<file path="src/rtl/up_down_count.sv">
// -----------------------------------------------------------------------------
// up_down_count
//
// Purpose:
//   Up/down counter with a combinational seven-segment decode of its value.
//   By default it is a decade counter (0-9). Defining the macro
//   UPDOWN_COUNT_HEX_EN turns it into a modulo-16 counter (0-15) with
//   hexadecimal glyphs for A-F.
//
// Ports:
//   clk        in   1  single clock, state updates on the rising edge
//   reset      in   1  asynchronous, active-low; 0 clears count immediately
//   mode       in   1  direction: 0 = count up, 1 = count down
//   count      out  4  registered counter value
//   BCD_output out  7  active-high segments {a,b,c,d,e,f,g} of count
//
// Configuration macro:
//   UPDOWN_COUNT_HEX_EN  defined   -> modulo-16, hex decode for 10-15
//                        undefined -> modulo-10, 10-15 decode as a dash
// -----------------------------------------------------------------------------
module up_down_count (
    input  logic       clk,
    input  logic       reset,
    input  logic       mode,
    output logic [3:0] count,
    output logic [6:0] BCD_output
);

`ifdef UPDOWN_COUNT_HEX_EN
    localparam logic [3:0] MAX_VAL = 4'd15;
`else
    localparam logic [3:0] MAX_VAL = 4'd9;
`endif

    logic [3:0] count_next;

    // Segment pattern for one counter value; bit6=a ... bit0=g.
    function automatic logic [6:0] seg_decode(input logic [3:0] v);
        logic [6:0] s;
        case (v)
            4'd0:    s = 7'h7E;
            4'd1:    s = 7'h30;
            4'd2:    s = 7'h6D;
            4'd3:    s = 7'h79;
            4'd4:    s = 7'h33;
            4'd5:    s = 7'h5B;
            4'd6:    s = 7'h5F;
            4'd7:    s = 7'h70;
            4'd8:    s = 7'h7F;
            4'd9:    s = 7'h7B;
`ifdef UPDOWN_COUNT_HEX_EN
            4'd10:   s = 7'h77;
            4'd11:   s = 7'h1F;
            4'd12:   s = 7'h4E;
            4'd13:   s = 7'h3D;
            4'd14:   s = 7'h4F;
            4'd15:   s = 7'h47;
`endif
            // Values outside the decade range show only segment g.
            default: s = 7'h01;
        endcase
        return s;
    endfunction

    // Next-value logic: wrap at both ends, no special handling for a
    // direction change at the wrap point.
    always_comb begin
        count_next = 4'd0;
        if (mode == 1'b0) begin
            count_next = (count == MAX_VAL) ? 4'd0 : count + 4'd1;
        end else begin
            count_next = (count == 4'd0) ? MAX_VAL : count - 4'd1;
        end
`ifndef UPDOWN_COUNT_HEX_EN
        // Recovery: an out-of-range value (10-15) reloads 0 in either direction.
        if (count > MAX_VAL) begin
            count_next = 4'd0;
        end
`endif
    end

    // Count register
    always_ff @(posedge clk or negedge reset) begin
        if (!reset) begin
            count <= 4'd0;
        end else begin
            count <= count_next;
        end
    end

    // Zero-latency decode of the registered value
    always_comb begin
        BCD_output = seg_decode(count);
    end

endmodule

</file>
<file path="config.mk">
export PLATFORM = sky130hd
export DESIGN_NAME = up_down_count
export DESIGN_NICKNAME = d
export VERILOG_FILES = /design/src/rtl/up_down_count.sv
export SDC_FILE = /design/constraint.sdc
export NUM_CORES = 1
export LEC_CHECK = 0
export BUFFER_PORTS_ARGS = -buffer_cell sky130_fd_sc_hd__buf_2
export CORE_AREA = 2 2 39 41
export DETAILED_ROUTE_END_ITERATION = 8
export DIE_AREA = 0 0 41 43
export HOLD_SLACK_MARGIN = 0.02
export SLEW_MARGIN = 5
export SYNTH_ARGS = -nofsm -noshare
export SYNTH_HDL_FRONTEND = slang
export SYNTH_SLANG_ARGS = --single-unit
export TNS_END_PERCENT = 100
</file>
<file path="constraint.sdc">
create_clock -name clk -period 1.81 [get_ports clk]
set_input_delay 0 -clock clk [delete_from_list [all_inputs] [get_ports clk]]
set_output_delay 0 -clock clk [all_outputs]
set_load 0.05 [all_outputs]
</file>
==> metrics, run 1 <==
DRT met1 WL=573 µm; post-layout min period=1.671 ns; Setup CP Type=reg2out; Gate Count Post-Synth=63; sequential share of the synthesized area=19.66%; Fin Setup TNS=0 ns; Cell Area, Synth=509.2 µm²; final hold viol count=0; layout cells sized above 1=38.75%; Clk pin slew, worst setup/hold paths=0.04 ns; outcome=finished clean; die area=1763 µm²; top layer in use=met3; Inst Count DP=92; area delta synth->final=28.99%; first-pass GRT wire length=2001 µm; Max Clock Freq=598.5 MHz; slowest CP cell=dfrtp_2; post-synth net total=74; Via density=5.156; Crit path required time=1.81 ns; Largest regs=count x4; maximum buffer depth of the clock tree=2; largest reg by FF count=count; WL per Instance=12.38 µm; antenna fix cells=0; fill count=157; CTS buffer count=3; CP cell instances=inv_1 > ha_4 > nor2b_4 > o21ai_0 > nand2_1 > clkbuf_4; Clock Latency Late Sink=0.23 ns; Hold Path Class=in2reg; Largest register FFs=4; # clock sinks=4; vias in the first global route=456; FFs w/ async S/R, synth=100.0%; Place WS=0.2115 ns; Setup crit start kind=register; Max Cap Violations=0; Worst Skew=0.002977 ns; chip width=41 µm; Synth Register Bits=4; initial antenna violation count=0; Detailed Route WL=1188 µm; worst-path maximum fanout=9; pins over their slew limit=0; Avg Cell Area, Syn=8.083 µm²; critical path arrival=1.67 ns; worst hold margin=0.06482 ns; most used flip-flop cell after synthesis=dfrtp_1; # port buffers=13; DR WL met2=581 µm; Top-Level Pins=14; Setup crit end kind=output port; 1st-iter DRT viols=10; # Post-CTS Setup Buffers=0; die height=43 µm; final setup violation count=0; site row count=14; total number of vias=495; library cells used by synthesis=27; final HPWL from detailed placement=897.9 µm; DR pass1 iterations=3; Root Buffer Master=clkbuf_4; number of synthesized flops with an enable pin=0; Core Region=1384 µm²; final setup margin=0.1392 ns; crit share post-route=92.31%; Overall Global Routing Usage=16.55%; slew at the pin closest to its max-slew limit=0.2924 ns; antenna-violating nets left=0; RSZ-0062 raised after global routing=false; GP Congestion=0.8011; pin count of the biggest net entering global routing=13; met3 wire length=33 µm; final net count=93; fin cells=96; synth warn=0; CTS tree=built; DRC violations left=0; headroom to the max-slew limit=80.30%; htree depth=1; CP max stage delay=0.46 ns; Initial Utilization=36.80%; Remaining Overflow, GRT=0
timing repair:
item,in CTS,in global routing
gates resized for setup,0,3
endpoints found under the setup margin,0,2
endpoints found under the hold margin,4,0
hold buffers,1,0
cell families after synthesis:
logic type / Yosys count / synth area share (%)
AND/OR/NAND/NOR: 16 / 18.67
buffers and inverters: 8 / 8.845
flip-flops: 4 / 19.66
AO/OA/AOI/OAI: 26 / 31.21
adder cells (fa/ha/maj): 8 / 19.66
multiplexers: 1 / 1.966
Yosys cell counts, types with 2 or more instances:
cell / instances / area share [%]
a21oi_1: 8 / 7.9
dfrtp_1: 4 / 20
ha_1: 8 / 20
inv_1: 4 / 2.9
nand2_1: 6 / 4.4
nand2b_1: 2 / 2.5
nor2_1: 3 / 2.2
o21ai_0: 9 / 8.8
worst paths after layout:
kind	startpoint	end	slack (ns)	depth (start not counted)
max	count[0]$_DFF_PN0_	BCD_output[2]	0.14	6
min	mode	count[3]$_DFF_PN0_	0.06	2
max reg2reg	count[0]$_DFF_PN0_	count[2]$_DFF_PN0_	0.29	6
min reg2reg	count[0]$_DFF_PN0_	count[0]$_DFF_PN0_	0.61	1
max in group asynchronous	reset	count[1]$_DFF_PN0_	1.57	2
min in group asynchronous	reset	count[3]$_DFF_PN0_	0.11	2
layout by cell type, fill, tap and decap left out, types with 2 or more instances in the layout:
master | synthesis | routed
clkbuf_4 | 0 | 4
dfrtp_2 | 0 | 2
buf_2 | 1 | 12
ha_1 | 8 | 7
buf_4 | 1 | 3
nor2_1 | 3 | 3
a21oi_1 | 8 | 8
o21ai_0 | 9 | 6
inv_1 | 4 | 4
o21ai_2 | 0 | 2
dfrtp_1 | 4 | 2
nand2b_1 | 2 | 2
nand2_1 | 6 | 6
worst max-delay path, delay by kind of cell, from the launching register on:
family                     cells  cell delay [ns]
DFF                            1             0.46
buffers and inverters          2             0.42
and+or+nand+nor                2             0.25
adders and majority gates      1             0.21
AOI/OAI and AO/OA              1             0.09
area by class of cell:
type,instances,area (µm²),area share (%)
clock buffers,3,22.52,3.429
inverters,5,21.27,3.238
multi-input cells,51,390.4,59.43
flip-flops and latches,4,102.6,15.62
well taps,16,20.02,3.048
repair buffers,17,100.1,15.24
metal layers:
layer / GRT usage (%) / vias up
met5: 0 / -
met4: 6.000 / 0
met3: 3.141 / 0
met2: 24.06 / 8
met1: 23.53 / 229
li1: - / 258
metrics by stage:
stage / instance area (µm²) / utilization (%)
2_1_floorplan: 525.5 / -
3_5_place_dp: 609.3 / 44.03
5_1_grt: 656.9 / 47.47
6_report: 656.9 / 47.47
3_3_place_gp: 609.3 / 44.03
4_1_cts: 641.9 / 46.38
Power of run 1 is left out: the tool's default activity adds up to more than one toggle a clock period on the data nets, which glitch-free logic cannot reach.
==> inputs of run 2 (changes only) <==
--- a/config.mk
+++ b/config.mk
@@ -10,6 +10,7 @@
 export DETAILED_ROUTE_END_ITERATION = 8
 export DIE_AREA = 0 0 41 43
 export HOLD_SLACK_MARGIN = 0.02
+export SETUP_SLACK_MARGIN = 0.3
 export SLEW_MARGIN = 5
 export SYNTH_ARGS = -nofsm -noshare
 export SYNTH_HDL_FRONTEND = slang
==> metrics, run 2 (same netlist as run 1, synthesis figures left out) <==
maximum buffer depth of the clock tree=2; Place WS=0.2784 ns; Setup crit start kind=register; Hold EP=count[3]$_DFF_PN0_; reg-to-reg slack, setup=0.32 ns; initial antenna violation count=0; pin count of the biggest net entering global routing=13; most frequent cells in the layout=8 x a21oi_1, 8 x buf_4, 7 x buf_2; Hold Path Class=in2reg; area delta synth->final=46.44%; Initial Utilization=36.80%; reg2reg start=count[1]$_DFF_PN0_; # port buffers=13; final net count=96; Setup crit end kind=output port; headroom to the max-slew limit=82.53%; Largest register FFs=4; Setup CP Type=reg2out; antenna-violating nets left=0; site row count=14; Max Clock Freq=657.5 MHz; first-pass GRT wire length=2056 µm; CTS buffer count=3; Max Cap Violations=0; die area=1763 µm²; fill count=133; total number of vias=528; DRC violations left=0; slew at the pin closest to its max-slew limit=0.2620 ns; layout cells sized above 1=50.60%; outcome=finished clean; die height=43 µm; htree depth=1; Fin Setup TNS=0 ns; WL per Instance=13.32 µm; Clock Latency Late Sink=0.25 ns; Clk pin slew, worst setup/hold paths=0.05 ns; final setup margin=0.2891 ns; worst-path maximum fanout=6; Overall Global Routing Usage=17.51%; final HPWL from detailed placement=879.8 µm; Reg2Reg Depth=7; final hold viol count=0; Via density=5.333; Crit path required time=1.81 ns; post-layout min period=1.521 ns; critical path arrival=1.52 ns; DR pass1 iterations=4; antenna fix cells=0; hold_sp=mode; final setup violation count=0; Detailed Route WL=1319 µm; RSZ-0062 raised after global routing=true; pins over their slew limit=0; end of the worst register-to-register path=count[3]$_DFF_PN0_; GP Congestion=0.7538; 1st-iter DRT viols=20; Reg area=110.1 µm²; vias in the first global route=429; CTS tree=built; # clock sinks=4; largest reg by FF count=count; Top-Level Pins=14; Largest regs=count x4; Root Buffer Master=clkbuf_4; Remaining Overflow, GRT=0; Multi-input gate area=420.4 µm²; chip width=41 µm; Core Region=1384 µm²; crit share post-route=84.03%; Worst Hold Path Cells=2; Worst Skew=0.008715 ns
[run 2: changes by cell type in the layout (fill, tap and decap cells not counted), sizes merged]
cell	change
buf	+3
[run 2: per-layer routing]
| layer | vias to the layer above | GRT usage, % | part of all wire [%] |
|---|---|---|---|
| li1 | 264 | - | - |
| met1 | 245 | 24.60 | 43 |
| met2 | 16 | 24.06 | 52 |
| met3 | 3 | 1.571 | 3.6 |
| met4 | 0 | 12.00 | 1.7 |
| met5 | - | 0 | 0 |
[run 2: timing repair]
| item | CTS | global route |
|---|---|---|
| setup endpoints to repair | 7 | 9 |
| hold buffers | 1 | 0 |
| pin swaps | 2 | 2 |
| endpoints found under the hold margin | 4 | 0 |
| buffers inserted | 4 | 1 |
| gates resized for setup | 11 | 5 |
[run 2: critical path: stages (launching register included)]
cell and delay (ns):
dfrtp_4 0.52, inv_4 0.09, ha_4 0.16, nor2b_4 0.18, o21ai_1 0.07, nand2_1 0.09, buf_6 0.16
[run 2: cell type report]
cell class,count,area share [%]
Timing Repair Buffer,20,19.63
Multi-Input combinational cell,51,56.38
Tap cell,16,2.685
Sequential cell,4,14.77
Inverter,5,3.523
Clock buffer,3,3.020
[run 2: worst max path at each step]
stage,start,slack (ns),cells after the start,endpoint
2_1_floorplan,count[0]$_DFF_PN0_,0.31,6,count[2]$_DFF_PN0_
3_3_place_gp,count[0]$_DFF_PN0_,0.28,6,count[2]$_DFF_PN0_
3_5_place_dp,count[0]$_DFF_PN0_,0.28,6,count[2]$_DFF_PN0_
4_1_cts,count[1]$_DFF_PN0_,0.29,6,BCD_output[2]
5_1_grt,count[1]$_DFF_PN0_,0.24,6,BCD_output[2]
6_report,count[1]$_DFF_PN0_,0.29,6,BCD_output[2]
[run 2: through the flow]
step           std cells  util (%)  hold slack, ns  cell area, µm²
2_1_floorplan         63         -         -0.2956           559.3
3_3_place_gp          90     45.39         -0.1934           628.1
3_5_place_dp          90     45.39         -0.1872           628.1
4_1_cts               98     51.99         0.02308           719.4
5_1_grt               99     53.89         0.04567           745.7
6_report              99     53.89         0.03028           745.7
Power of run 2 is left out for the same reason.
